--- config.mk ---
export PLATFORM = sky130hd
export DESIGN_NAME = mem_arbiter
export DESIGN_NICKNAME = d
export VERILOG_FILES = /design/src/rtl/mem_arb_pkg.sv /design/src/rtl/mem_arb_pick.sv /design/src/rtl/mem_arbiter.sv
export SDC_FILE = /design/constraint.sdc
export NUM_CORES = 1
export LEC_CHECK = 0
export CORE_AREA = 2 2 104 106
export CTS_CLUSTER_DIAMETER = 40
export DETAILED_ROUTE_END_ITERATION = 16
export DIE_AREA = 0 0 106 108
export PLACE_DENSITY = 0.84
export SKIP_CTS_REPAIR_TIMING = 1
export SLEW_MARGIN = 20
export SYNTH_ARGS = -nofsm -noshare
export SYNTH_HDL_FRONTEND = slang
export SYNTH_SLANG_ARGS = --single-unit
--- constraint.sdc ---
create_clock -name clk -period 2.05 [get_ports clk]
set_clock_uncertainty 0.05 [all_clocks]
set_input_delay 0.3075 -clock clk [delete_from_list [all_inputs] [get_ports clk]]
set_output_delay 0.3075 -clock clk [all_outputs]
set_load 0.02 [all_outputs]
--- src/rtl/mem_arb_pkg.sv ---
// mem_arb_pkg: shared FSM states and port-select encodings for the RAM arbiter
package mem_arb_pkg;
  typedef enum logic [1:0] {ST_IDLE, ST_BUSY, ST_RECOVER} state_t;
  localparam logic SEL_I = 1'b0;
  localparam logic SEL_D = 1'b1;
endpackage

--- src/rtl/mem_arb_pick.sv ---
// mem_arb_pick: combinational tie-break between the instruction and data masters
module mem_arb_pick
  import mem_arb_pkg::*;
#(
  parameter int D_PRIORITY = 1
) (
  input  logic i_req,
  input  logic d_req,
  input  logic rr_last,
  output logic grant_valid,
  output logic grant_sel
);
  assign grant_valid = i_req | d_req;
  assign grant_sel = (i_req & d_req) ? ((D_PRIORITY != 0) ? SEL_D : ~rr_last) : d_req;
endmodule

--- src/rtl/mem_arbiter.sv ---
// mem_arbiter: two-master arbiter for a single-port multi-cycle RAM with an access watchdog
module mem_arbiter
  import mem_arb_pkg::*;
#(
  parameter int DATA_WIDTH = 32,
  parameter int TIMEOUT    = 16,
  parameter int D_PRIORITY = 1
) (
  input  logic                  clk,
  input  logic                  rst,
  input  logic                  i_req,
  input  logic [DATA_WIDTH-1:0] i_addr,
  output logic [DATA_WIDTH-1:0] i_rdata,
  output logic                  i_ack,
  output logic                  i_err,
  output logic                  i_stall,
  input  logic                  d_req,
  input  logic                  d_we,
  input  logic [DATA_WIDTH-1:0] d_addr,
  input  logic [DATA_WIDTH-1:0] d_wdata,
  output logic [DATA_WIDTH-1:0] d_rdata,
  output logic                  d_ack,
  output logic                  d_err,
  output logic                  d_stall,
  output logic                  ram_cs,
  output logic                  ram_we,
  output logic [DATA_WIDTH-1:0] ram_addr,
  output logic [DATA_WIDTH-1:0] ram_din,
  input  logic [DATA_WIDTH-1:0] ram_dout,
  input  logic                  ram_ack
);
  localparam int CW = $clog2(TIMEOUT);
  state_t state_q, state_d;
  logic sel_q, sel_d, rr_last_q, rr_last_d, we_q, we_d;
  logic [DATA_WIDTH-1:0] addr_q, addr_d, din_q, din_d, rdata;
  logic [CW-1:0] cnt_q, cnt_d;
  logic grant_valid, grant_sel, busy, timeout, done;
  mem_arb_pick #(.D_PRIORITY(D_PRIORITY)) u_pick (
    .i_req      (i_req),
    .d_req      (d_req),
    .rr_last    (rr_last_q),
    .grant_valid(grant_valid),
    .grant_sel  (grant_sel)
  );
  assign busy    = state_q == ST_BUSY;
  assign timeout = busy & ~ram_ack & (cnt_q == CW'(TIMEOUT - 1));
  assign done    = busy & (ram_ack | timeout);
  // cs drops in the ack/timeout cycle so the RAM never sees a fresh access start
  assign ram_cs   = busy & ~ram_ack & ~timeout;
  assign ram_we   = we_q;
  assign ram_addr = addr_q;
  assign ram_din  = din_q;
  assign rdata    = (ram_ack & ~we_q) ? ram_dout : '0;
  assign d_ack    = done & (sel_q == SEL_D);
  assign i_ack    = done & (sel_q == SEL_I);
  assign d_err    = timeout & (sel_q == SEL_D);
  assign i_err    = timeout & (sel_q == SEL_I);
  assign d_rdata  = d_ack ? rdata : '0;
  assign i_rdata  = i_ack ? rdata : '0;
  assign d_stall  = d_req & ~d_ack;
  assign i_stall  = i_req & ~i_ack;
  always_comb begin
    state_d   = state_q;
    sel_d     = sel_q;
    rr_last_d = rr_last_q;
    we_d      = we_q;
    addr_d    = addr_q;
    din_d     = din_q;
    cnt_d     = cnt_q;
    if (state_q == ST_IDLE && grant_valid) begin
      sel_d   = grant_sel;
      we_d    = (grant_sel == SEL_D) & d_we;
      addr_d  = (grant_sel == SEL_D) ? d_addr : i_addr;
      din_d   = (grant_sel == SEL_D) ? d_wdata : '0;
      cnt_d   = '0;
      state_d = ST_BUSY;
    end
    if (busy) begin
      cnt_d     = done ? cnt_q : cnt_q + CW'(1);
      rr_last_d = done ? sel_q : rr_last_q;
      state_d   = ram_ack ? ST_IDLE : (timeout ? ST_RECOVER : ST_BUSY);
    end
    if (state_q == ST_RECOVER) state_d = ST_IDLE;
  end
  always_ff @(posedge clk) begin
    if (rst) begin
      state_q   <= ST_IDLE;
      sel_q     <= SEL_D;
      rr_last_q <= SEL_I;
      we_q      <= 1'b0;
      addr_q    <= '0;
      din_q     <= '0;
      cnt_q     <= '0;
    end else begin
      state_q   <= state_d;
      sel_q     <= sel_d;
      rr_last_q <= rr_last_d;
      we_q      <= we_d;
      addr_q    <= addr_d;
      din_q     <= din_d;
      cnt_q     <= cnt_d;
    end
  end
endmodule

# Yosys cells after proc, flatten, opt, wreduce, memory -nomap -nowiden
# Index checks and enable logic that the tools add are counted.
word_totals:
  ff_bits: 72
  output_inout_bits: 136
  word_cells: 50
op_classes:
  add_sub_neg: 1
  n_eq_ne: 4
  muxes: 13
  bitwise: 21
  reduce_logical: 5
op_table:
  columns: ["cell", "n"]
  rows:
  - ["$mux W32", 5]
  - ["$and A1 B1 Y1", 13]
  - ["$mux W4", 3]
  - ["$mux W2", 4]
  - ["$not A1 Y1", 6]
  - ["$add A4 B1 Y4 const B", 1]
  - ["$eq A4 B4 Y1 const B", 1]
  - ["$eq A2 B1 Y1 const B", 1]
  - ["$eq A2 B2 Y1 const B", 1]
  - ["$logic_not A2 Y1", 1]
  - ["$ne A2 B2 Y1 const B", 1]
  - ["$or A1 B1 Y1", 2]
  - ["$reduce_and A2 Y1", 1]
  - ["$reduce_bool A2 Y1", 1]
  - ["$reduce_or A2 Y1", 1]
  - ["$logic_and A1 B1 Y1", 1]
  - ["$mux W1", 1]

# Logic depth before layout (Yosys ltp)
# Gate-level depths: netlist (run 1).
depth:
  depth_word: 8
  depth_mapped: 6

# Modules after synthesis
# From an unflattened synthesis (run 1), not the netlist that was laid out.
unflattened:
  cells_unflattened: 344
  area_unflattened_um2: 3281.9
by_module_without_submodules:
  columns: ["module", "n_inst", "cells_per_inst", "area_each_um2", "seq_area_each_um2"]
  rows:
  - ["mem_arbiter", 1, 342, 3271.9, 1461.4]
  - ["mem_arb_pick", 1, 2, 10.0, 0.0]

# Worst setup path before layout (run 1)
# OpenSTA, ideal clock, no wires.
synth_path:
  path_type: "flip-flop to output port"
  startpoint: "register cnt_q[0]"
  endpoint: "output port i_stall"
  t_arrival_ns: 1.386
  slack_ns: 0.307
  path_stages_with_launch: 5
  path_cell_list: "dfxtp_1 ha_1 a31oi_1 nor2_1 a21boi_0"
synth_between:
  elab_chain_cells: 7
synth_lines:
  columns: ["item", "line_no", "source"]
  rows:
  - ["start: declaration", "mem_arbiter.sv:36", "logic [CW-1:0] cnt_q, cnt_d;"]
  - ["start signal: assignment", "mem_arbiter.sv:101", "cnt_q <= cnt_d;"]
  - ["$eq A4 B4 Y1", "mem_arbiter.sv:46", "assign timeout = busy & ~ram_ack & (cnt_q == CW'(TIMEOUT - 1));"]
  - ["$and A1 B1 Y1", "mem_arbiter.sv:46", null]
  - ["$or A1 B1 Y1", "mem_arbiter.sv:47", "assign done = busy & (ram_ack | timeout);"]
  - ["$and A1 B1 Y1", "mem_arbiter.sv:47", null]
  - ["$and A1 B1 Y1", "mem_arbiter.sv:55", "assign i_ack = done & (sel_q == SEL_I);"]
  - ["$not A1 Y1", "mem_arbiter.sv:61", "assign i_stall = i_req & ~i_ack;"]
  - ["$and A1 B1 Y1", "mem_arbiter.sv:61", null]
  - ["end: declaration", "mem_arbiter.sv:16", "output logic i_stall,"]
# Every way passes these cells.

# Final worst setup path (run 1)
layout_path:
  startpoint: "register sel_q"
  endpoint: "output port d_rdata[7]"
layout_between:
  elab_chain_cells: 2
layout_lines:
  columns: ["item", "line_no", "source"]
  rows:
  - ["start: declaration", "mem_arbiter.sv:34", "logic sel_q, sel_d, rr_last_q, rr_last_d, we_q, we_d;"]
  - ["start signal: assignment", "mem_arbiter.sv:96", "sel_q <= sel_d;"]
  - ["$and A1 B1 Y1", "mem_arbiter.sv:54", "assign d_ack = done & (sel_q == SEL_D);"]
  - ["$mux W32", "mem_arbiter.sv:58", "assign d_rdata = d_ack ? rdata : '0;"]
  - ["end: declaration", "mem_arbiter.sv:21", "output logic [DATA_WIDTH-1:0] d_rdata,"]
# Every way passes these cells.

==> results of run 1 <==
-- flip-flops by register name, indices dropped and copies added (netlist names) --
register	flops
sel_q	1
ram_din	32
state_q	2
ram_addr	32
cnt_q	4
ram_we	1
-- final timing paths --
check | slack (ns) | to | startpoint | depth (start not counted)
setup / recovery | 0.06 | d_rdata[7] | sel_q$_SDFFE_PP1P_ | 5
hold / removal | 0.43 | ram_din[28]$_SDFFE_PP0P_ | ram_din[28]$_SDFFE_PP0P_ | 1
setup reg to reg | 0.25 | ram_addr[12]$_SDFFE_PP0P_ | state_q[0]$_SDFFE_PP0P_ | 4
hold reg to reg | 0.43 | ram_din[28]$_SDFFE_PP0P_ | ram_din[28]$_SDFFE_PP0P_ | 1
-- layer usage --
layer | vias to the layer above | track usage, % | share of wire [%]
met2 | 174 | 39.49 | 55
met4 | 0 | 7.707 | 2.9
met1 | 1741 | 20.46 | 36
met5 | - | 0 | 0
met3 | 24 | 4.159 | 5.9
li1 | 1804 | - | -
-- per-stage QoR --
step / worst slack, ns / TNS, ns / power (uW) / hold slack, ns / cell area (um2)
floorplan: 0.3069 / 0 / 2062 / 0.3830 / 3336
global placement: -0.4535 / -35.19 / 2692 / 0.4106 / 6307
detailed placement: -0.4869 / -29.69 / 2715 / 0.4131 / 6312
CTS: -0.4983 / -30.69 / 4005 / 0.4355 / 6543
global route: -0.01402 / -0.1614 / 4125 / 0.4440 / 6449
finish: 0.06266 / 0 / 3939 / 0.4334 / 6449
-- area by class of cell --
type / count / area share, %
inverter: 6 / 0.3492
clock inverter: 5 / 1.222
multi-input combinational: 237 / 27.36
sequential: 72 / 22.37
clock buffer: 11 / 2.348
timing repair buffer: 297 / 43.71
tap: 136 / 2.639
-- kinds of logic (layout without fill, tap and decap cells) --
logic type | Yosys count | after routing | share of synthesized area (%)
AOI/OAI and AO/OA | 114 | 114 | 24.53
adders and majority gates | 1 | 1 | 0.3750
buffers and inverters | 37 | 319 | 5.776
DFF | 72 | 72 | 43.21
muxes | 32 | 32 | 9.602
and+or+nand+nor | 90 | 90 | 16.50
-- placed cells by master, fill, tap and decap left out, drive strengths merged, types with 2 or more instances in the layout --
master	instances
a31oi	2
dfxtp	72
buf	45
a211oi	32
nor4	2
clkdlybuf4s50	196
and2	64
a21boi	3
clkinv	3
nor2	9
nand2	2
mux2i	32
or2	2
inv	6
a21oi	37
nand3	3
o21ai	2
nor3	2
bufinv	2
clkbuf	42
a22o	33
dlymetal6s2s	25
-- critical path, stage by stage, from the launching register on --
cell and delay, ns:
sky130_fd_sc_hd__dfxtp_2 0.36, sky130_fd_sc_hd__inv_1 0.08, sky130_fd_sc_hd__nor4_4 0.31, sky130_fd_sc_hd__buf_12 0.20
sky130_fd_sc_hd__and2_1 0.14, sky130_fd_sc_hd__dlymetal6s2s_1 0.22
-- report_power, final --
part           internal (uW)  leakage, uW  switching (uW)
Sequential              1500     0.000593            56.6
Clock                    750     0.000119             522
Combinational            605      0.00236             502
Total                   2860      0.00307            1080
==> results.txt, run 1 <==
The flow ran to the end, and the final reports show no timing, DRC or antenna violations. The die covers 11450 um2. The first-pass GRT wire length came out at 18300 um.

Among all flip-flop cells after synthesis, the most frequent one is sky130_fd_sc_hd__dfxtp_1. The area overhead of the layout relative to synthesis came out at 93.32%. TritonCTS built the clock tree.

The proportion of layout cells with a drive suffix above 1 came out at 17.20%. The number of placed I/O pins came out at 270. The number of enable-type register cells in the synthesized netlist is 0. The deepest clock path buffer count came out at 2. The antenna diode count is 0.

The number of nets produced by synthesis is 481. The launching element type of the critical path is a register. The placeable core region is 10230 um2. The total number of clock tree sinks came out at 72. The count of unique library cells instantiated by Yosys came out at 35. Entering global routing, the biggest net connects 37 pins.

The area of the mapped netlist came out at 3336 um2. The clock-pin slew on the worst setup and hold paths came out at 0.07 ns. The number of hold violations in the final report is 0. The global-route congestion overflow total came out at 0. Along the worst path, the maximum fanout reaches 32. The number of maximum-capacitance violations came out at 0. The setup path with the least slack is of type register to primary output.

In this run the worst hold path is classified as register to register. The count of routing violations after the opening detailed-route iteration came out at 118. In this run the tightest slew margin relative to its limit is 51.31%. The height of the chip came out at 108 um. The highest clock frequency the design can meet came out at 0.5032 GHz.

The average wire per cell in the routed design came out at 16.12 um. The count of yosys warnings during synthesis came out at 0. The detail route stage leaves a number of antenna-violating nets equal to 0. The final core utilization came out at 63.03%.

The number of pins exceeding their max-slew limit in the final report was 0. The total number of placement rows came out at 37. The finished layout holds 764 standard cells, fillers aside. The placed instance count is 746. The number of global-route vias before repair came out at 3695. The ratio of total power to cell area is 610.8 nW/um2. The total global routing track utilization is 19.96%. The fraction of registers with async set/reset is 0%. By instance count, the leading cell after synthesis is sky130_fd_sc_hd__dfxtp_1.

The clock insertion delay at the later pin of the skew report came out at 0.32 ns. Counting the fill cells in the layout gives 841. The portion of the clock cycle consumed by the worst path in the final layout is 96.94%.

The average cell area after synthesis came out at 9.641 um2. The total area of multi-input combinational cells is 1764 um2. The part of the Yosys area used for sequential elements came out at 43.21%.

The number of detailed-route iterations in the first pass came out at 4. The maximum level of the CTS H-tree came out at 3. The initial core utilization came out at 32.60%. The peak supply drop is 432.8 uV. The number of clock buffers inserted by TritonCTS is 9. After detailed routing, the total wire length is 12310 um. Counting every instance in the synthesized netlist gives 346. The initial antenna violation count is 0. Counting flops and latches in the post-synthesis netlist gives 72. The required time of the worst setup path is 1.69 ns.

Summed over all instances, the cell type with the most area after synthesis is sky130_fd_sc_hd__dfxtp_1. STA classifies the critical path endpoint as a primary output. The slew at the pin with the worst max-slew slack came out at 0.7287 ns.

In the post-synthesis netlist, the biggest area contributors are sky130_fd_sc_hd__dfxtp_1 (43%), sky130_fd_sc_hd__and2_1 (12%), sky130_fd_sc_hd__mux2i_1 (9.6%), sky130_fd_sc_hd__a22o_1 (8.7%), sky130_fd_sc_hd__a211oi_1 (7.2%). The total via count after detailed routing is 3743. The final-stage net count came out at 758. Counting instances in the post-synthesis netlist gives the leading cell types as sky130_fd_sc_hd__dfxtp_1 (72), sky130_fd_sc_hd__and2_1 (64), sky130_fd_sc_hd__a21oi_1 (36), sky130_fd_sc_hd__a22o_1 (33).

Data on the critical path arrives at its endpoint at 1.63 ns. The congestion estimate from routability-driven global placement came to 0.8545. Measured along the x axis, the die boundary spans 106 um. After legalization and detailed placement, the total HPWL measured 9697 um. The tree is rooted in a sky130_fd_sc_hd__clkbuf_8.

Using the TritonRoute via totals, the vias-per-cell ratio works out to 4.899. The final routed DRC violation total came out at 0. The static power due to leakage is 0.003072 uW. The area share of the leading cell type in the synthesized netlist came out at 43.21%.

The count of buffers added on input and output ports is 269. The clock period could shrink to 1.987 ns. The number of setup violations in the final report came out at 0. The combined flip-flop and latch cell area came out at 1443 um2.
Note: power is estimated with default switching activity, not from simulation.
==> run 2: changes to the inputs <==
- CORE_AREA: 2 2 104 106 -> 2 2 106 108
- CTS_BUF_LIST: not set -> sky130_fd_sc_hd__clkbuf_4 sky130_fd_sc_hd__clkbuf_8
- DIE_AREA: 0 0 106 108 -> 0 0 108 110
- PLACE_DENSITY: 0.84 -> 0.81
==> run 2 against run 1 <==
  * The flow now finishes with violations (setup timing)
  * Sequential share of layout area decreased by 0.57 points
  * Non-clock buffer count increased by 4
  * Cell count increased by 1.0%
  * Register-to-register slack about the same
  * First-iteration DRC count increased by 51%
  * Critical endpoint is now d_rdata[13]
  * Clock-buffer cell count decreased by 2
  * Clock power decreased by 12%
  * Global-route usage decreased by 0.40 points
  * Setup slack got worse by 0.091 ns
  * Routed wire length increased by 5.5%
==> results.txt, run 2 (synthesis results as in run 1) <==
The startpoint of the worst-slack reg-to-reg timing path is state_q[0]$_SDFFE_PP0P_. In the routed design, unresolved DRC markers number 0. The total number of placement rows is 38. The endpoint arrival time on the critical path is 1.72 ns. The most numerous cell on the critical path is sky130_fd_sc_hd__buf_6. The number of global-route vias before repair was 3633. After clock tree synthesis, the clock-pin slew on the worst setup and hold paths is 0.07 ns. The worst setup path startpoint is state_q[1]$_SDFFE_PP0P_. The path depth of the worst reg2reg path came out at 4. The number of clock buffers inserted by TritonCTS is 9.

Dividing the detail-routed via count by the number of cells gives 4.850. At the pin with the least slew margin, the transition time is 0.7393 ns. The normalized max-slew margin came out at 50.60%. The worst register-to-register path ends at ram_addr[3]$_SDFFE_PP0P_. The worst-case setup margin in the final layout is -0.02797 ns. The delay contributed by the slowest stage of the critical path came out at 0.32 ns. The final reports fail on setup timing. The slowest stage of the critical path is the sky130_fd_sc_hd__dfxtp_2 cell. The worst min-delay path category is input pin to register. The worst setup slack for register-to-register paths came out at 0.24 ns.

The clock insertion delay at the later pin of the skew report is 0.34 ns. The initial core utilization is 31.18%. The launching element type of the critical path is a register.

The deepest clock path buffer count is 2. The number of detailed-route iterations in the first pass is 4. The global-route congestion overflow total came out at 0. Setup violations remaining at the end of the flow were counted as 8. The routability congestion estimate is 0.7988.

Global routing used 19.57% of the available tracks. Across the run, the number of max-cap violations was 0. The worst setup path endpoint is d_rdata[13].

In the final timing run, aggregate negative setup slack is -0.1791 ns. The post-route netlist has 26.15% of its cells at a drive strength greater than 1. Entering global routing, the biggest net connects 37 pins. The placed wire-length estimate is 9766 um. In this run the number of H-tree levels came out at 3. The number of hold violations in the final report came out at 0. The area enclosed by the die boundary is 11880 um2.

The post-place setup slack is -0.4693 ns. The nature of the critical path endpoint is a primary output. The buffer and inverter count on the worst path is 4. Setup repair after global routing could not meet its margin everywhere. The number of pins exceeding their max-slew limit in the final report is 0. The initial antenna violation count is 2. The critical-path maximum fanout is 8. The portion of the clock cycle consumed by the worst path in the final layout came out at 101.4%.

The total of fill cells in the finished design is 892. The height of the chip is 110 um. The peak supply drop came out at 495.9 uV.

Timing would allow up to 0.4812 GHz. The chip width is 108 um. The total number of clock tree sinks came out at 72. The average wire per cell in the routed design came out at 16.82 um. TritonCTS built the clock tree. The final critical delay including setup and external delays came out at 2.078 ns.

The count of routing violations after the opening detailed-route iteration came out at 178. The area overhead of the layout relative to synthesis is 98.91%. The floorplan step defined a core boundary enclosing 10700 um2. The critical path goes through nand2b_4, nor4_4, buf_6, buf_6, buf_12, and2_4, buf_6. The final-stage net count is 762. The flow ran to the end, but the final reports show violations. The number of placed I/O pins is 270. The critical path crosses 7 cells after its start point. The root buffer selected by CTS is sky130_fd_sc_hd__clkbuf_8. For this design the static power due to leakage is 0.002837 uW. The worst setup path is of the register to primary output kind. The family with the most delay on the worst path is simple AND/OR/NAND/NOR gates. In this run the power density over the cells is 582.0 nW/um2.

The library cells used most frequently in the layout, excluding fill and tap cells, are sky130_fd_sc_hd__clkdlybuf4s50_1 (196), sky130_fd_sc_hd__dfxtp_1 (68), sky130_fd_sc_hd__a21oi_1 (36), sky130_fd_sc_hd__buf_4 (36), sky130_fd_sc_hd__buf_6 (34). Once detail routing completed, the nets flagged for antenna violations numbered 0. The count of buffers added on input and output ports is 269. After detailed routing, the total wire length is 12990 um. The total via count after detailed routing came out at 3744. The required time of the worst setup path is 1.69 ns. The first-pass GRT wire length is 18130 um. The library cell used most frequently in the layout, excluding fill and tap cells, is sky130_fd_sc_hd__clkdlybuf4s50_1.
[run 2: tightest hold or removal path: cells and delay by family]
kind / cells / cell delay, ns
buffers and inverters: 2 / 0.26
AOI/OAI and AO/OA: 1 / 0.11
[run 2: stage by stage]
| stage | area, um2 | hold WS [ns] | util [%] | power, uW | cells |
|---|---|---|---|---|---|
| floorplan | 3336 | 0.3830 | - | 2062 | 346 |
| global placement | 6307 | 0.4109 | 58.96 | 2690 | 749 |
| detailed placement | 6312 | 0.4134 | 59.01 | 2718 | 749 |
| CTS | 6506 | 0.3154 | 60.82 | 3840 | 764 |
| global route | 6633 | 0.3371 | 62.00 | 4027 | 771 |
| finish | 6635 | 0.3310 | 62.02 | 3862 | 772 |
[run 2: how the worst min path moves through the flow]
stage | start | end | slack (ns) | cells past startpoint
2_1_floorplan | d_wdata[10] | ram_din[10]$_SDFFE_PP0P_ | 0.38 | 1
3_3_place_gp | ram_din[10]$_SDFFE_PP0P_ | ram_din[10]$_SDFFE_PP0P_ | 0.41 | 1
3_5_place_dp | ram_din[3]$_SDFFE_PP0P_ | ram_din[3]$_SDFFE_PP0P_ | 0.41 | 1
4_1_cts | d_req | sel_q$_SDFFE_PP1P_ | 0.32 | 3
5_1_grt | d_req | sel_q$_SDFFE_PP1P_ | 0.34 | 3
6_report | d_req | sel_q$_SDFFE_PP1P_ | 0.33 | 3
[run 2: final cells by class]
class	instances	area, um2	share of cell area [%]
timing repair buffer	301	2965	44.69
multi-input combinational	237	1829	27.57
sequential	72	1446	21.80
tap	140	175.2	2.640
clock buffer	9	123.9	1.867
clock inverter	6	70.07	1.056
inverter	6	22.52	0.3394
antenna	1	2.502	0.03771
[run 2: per-layer routing]
layer  routed length [um]  GRT usage (%)
met5                   13              0
met4                  330          7.967
met3                 1141          5.996
met2                 6690          35.76
met1                 4809          21.04
[run 2: power by group]
group | switching [uW] | total (uW) | internal (uW)
combinational | 521 | 1180 | 655
sequential | 59.6 | 1560 | 1500
clock | 561 | 1120 | 561
==> run 3: changes to the inputs <==
- CAP_MARGIN: not set -> 0
- HOLD_SLACK_MARGIN: not set -> 0.02
==> results of run 3 <==
Same layout as run 2: the final DEF is identical, and so are final timing and power.
==> edit: new RTL, settings of run 1 <==
Set the parameter `TIMEOUT` to 32 (it was 16).
--- a/src/rtl/mem_arbiter.sv
+++ b/src/rtl/mem_arbiter.sv
@@ -3,7 +3,7 @@
   import mem_arb_pkg::*;
 #(
   parameter int DATA_WIDTH = 32,
-  parameter int TIMEOUT    = 16,
+  parameter int TIMEOUT    = 32,
   parameter int D_PRIORITY = 1
 ) (
   input  logic                  clk,
Behaviour: same outputs for any inputs over 10 cycles, from zero or initial values and one cycle with rst high; that may be too few to reach the edited logic, so the function may still have changed.
==> edit against run 1 <==
The run now ends with negative setup slack left; first-iteration DRC count increased by 35%; power increased by 4.2%; register-to-register slack got worse by 280 ps; combinational power increased by 4%; final area increased by 9.8%; sequential cell count increased by 1; wire length increased by 9.0%; count of clock-buffer cells in the layout unchanged; setup slack got worse by 520 ps; worst hold slack got worse by 1.3 ps; synthesized area increased by 0.79%; largest cell class unchanged; largest power group unchanged.
==> edit: results (changes against run 1) <==
<table>
<tr><th>Metric</th><th>Value</th></tr>
<tr><th colspan="2">Status</th></tr>
<tr><td>Result of the run</td><td>finished with violations</td></tr>
<tr><td>Failing checks</td><td>negative setup slack</td></tr>
<tr><th colspan="2">Drt</th></tr>
<tr><td>Drt initial violations</td><td>159 (+35%)</td></tr>
<tr><td>Sum of met2 wire segment lengths after detailed routing</td><td>7270 um (+7.3%)</td></tr>
<tr><th colspan="2">Timing</th></tr>
<tr><td>Final WS setup</td><td>-455 ps (-518 ps)</td></tr>
<tr><td>Final setup fails</td><td>72 (+72)</td></tr>
<tr><th colspan="2">Global route</th></tr>
<tr><td>Fraction of met1 tracks used by global routing</td><td>21.5% (+1.0 points)</td></tr>
<tr><td>Pin count of the biggest net entering global routing</td><td>65 (+76%)</td></tr>
<tr><td>Total global-route track usage</td><td>20.5% (+0.54 points)</td></tr>
<tr><th colspan="2">Finish</th></tr>
<tr><td>Seq area share</td><td>20.7% (-1.7 points)</td></tr>
<tr><td>Final non-clock buffer share</td><td>44.7% (+1.0 points)</td></tr>
<tr><td>Clock buffers and inverters, area share</td><td>3.45% (-0.12 points)</td></tr>
<tr><td>Number of flip-flops and latches</td><td>73 (+1.4%)</td></tr>
<tr><td>Multi-input gate area</td><td>2030 um^2 (+15%)</td></tr>
<tr><th colspan="2">Logic synthesis</th></tr>
<tr><td>Largest cells by area after synthesis</td><td>dfxtp_1, and3_1, mux2i_1, a22o_1, a211oi_1</td></tr>
<tr><td>Combined area of all synthesized cells</td><td>3360 um^2 (+0.79%)</td></tr>
<tr><td>Synth Net Count</td><td>491 (+2.1%)</td></tr>
<tr><td>Yosys cell types</td><td>30 (-14%)</td></tr>
<tr><td>Adder-cell share of the synthesized area</td><td>0.744% (+0.37 points)</td></tr>
<tr><td>Sequential share of the synthesized area</td><td>43.5% (+0.26 points)</td></tr>
<tr><td>Synthesized instance count</td><td>355 (+2.6%)</td></tr>
<tr><th colspan="2">Setup path</th></tr>
<tr><td>Critical-path maximum fanout</td><td>9 (-72%)</td></tr>
<tr><td>Reg-to-reg critical path startpoint</td><td>cnt_q[0]$_SDFFE_PP0P_</td></tr>
<tr><td>Worst Path Arrival</td><td>2150 ps (+520 ps)</td></tr>
<tr><th colspan="2">Place</th></tr>
<tr><td>Placer congestion estimate</td><td>0.817 (-4.4%)</td></tr>
<tr><td>Area after detailed placement</td><td>6540 um^2 (+3.6%)</td></tr>
<tr><th colspan="2">Power</th></tr>
<tr><td>Reported net switching power</td><td>1.10 mW (+1.9%)</td></tr>
</table>
[edit: power groups by stage]
stage	logic, mW	registers [mW]	clock network [mW]
2_1_floorplan	0.353	1.74	0
3_3_place_gp	1.08	1.61	0
3_5_place_dp	1.11	1.62	0
4_1_cts	1.11	1.59	1.38
5_1_grt	1.22	1.60	1.44
6_report	1.15	1.59	1.37
[edit: worst min-delay path by stage]
stage	startpoint	to	slack, ps	depth (start not counted)
after floorplan	d_wdata[0]	ram_din[0]$_SDFFE_PP0P_	380	1
after global placement	ram_din[17]$_SDFFE_PP0P_	ram_din[17]$_SDFFE_PP0P_	410	1
after detailed placement	ram_din[31]$_SDFFE_PP0P_	ram_din[31]$_SDFFE_PP0P_	410	1
after CTS	d_req	ram_addr[27]$_SDFFE_PP0P_	410	3
after global routing	ram_din[22]$_SDFFE_PP0P_	ram_din[22]$_SDFFE_PP0P_	450	1
final	d_req	ram_addr[27]$_SDFFE_PP0P_	430	3
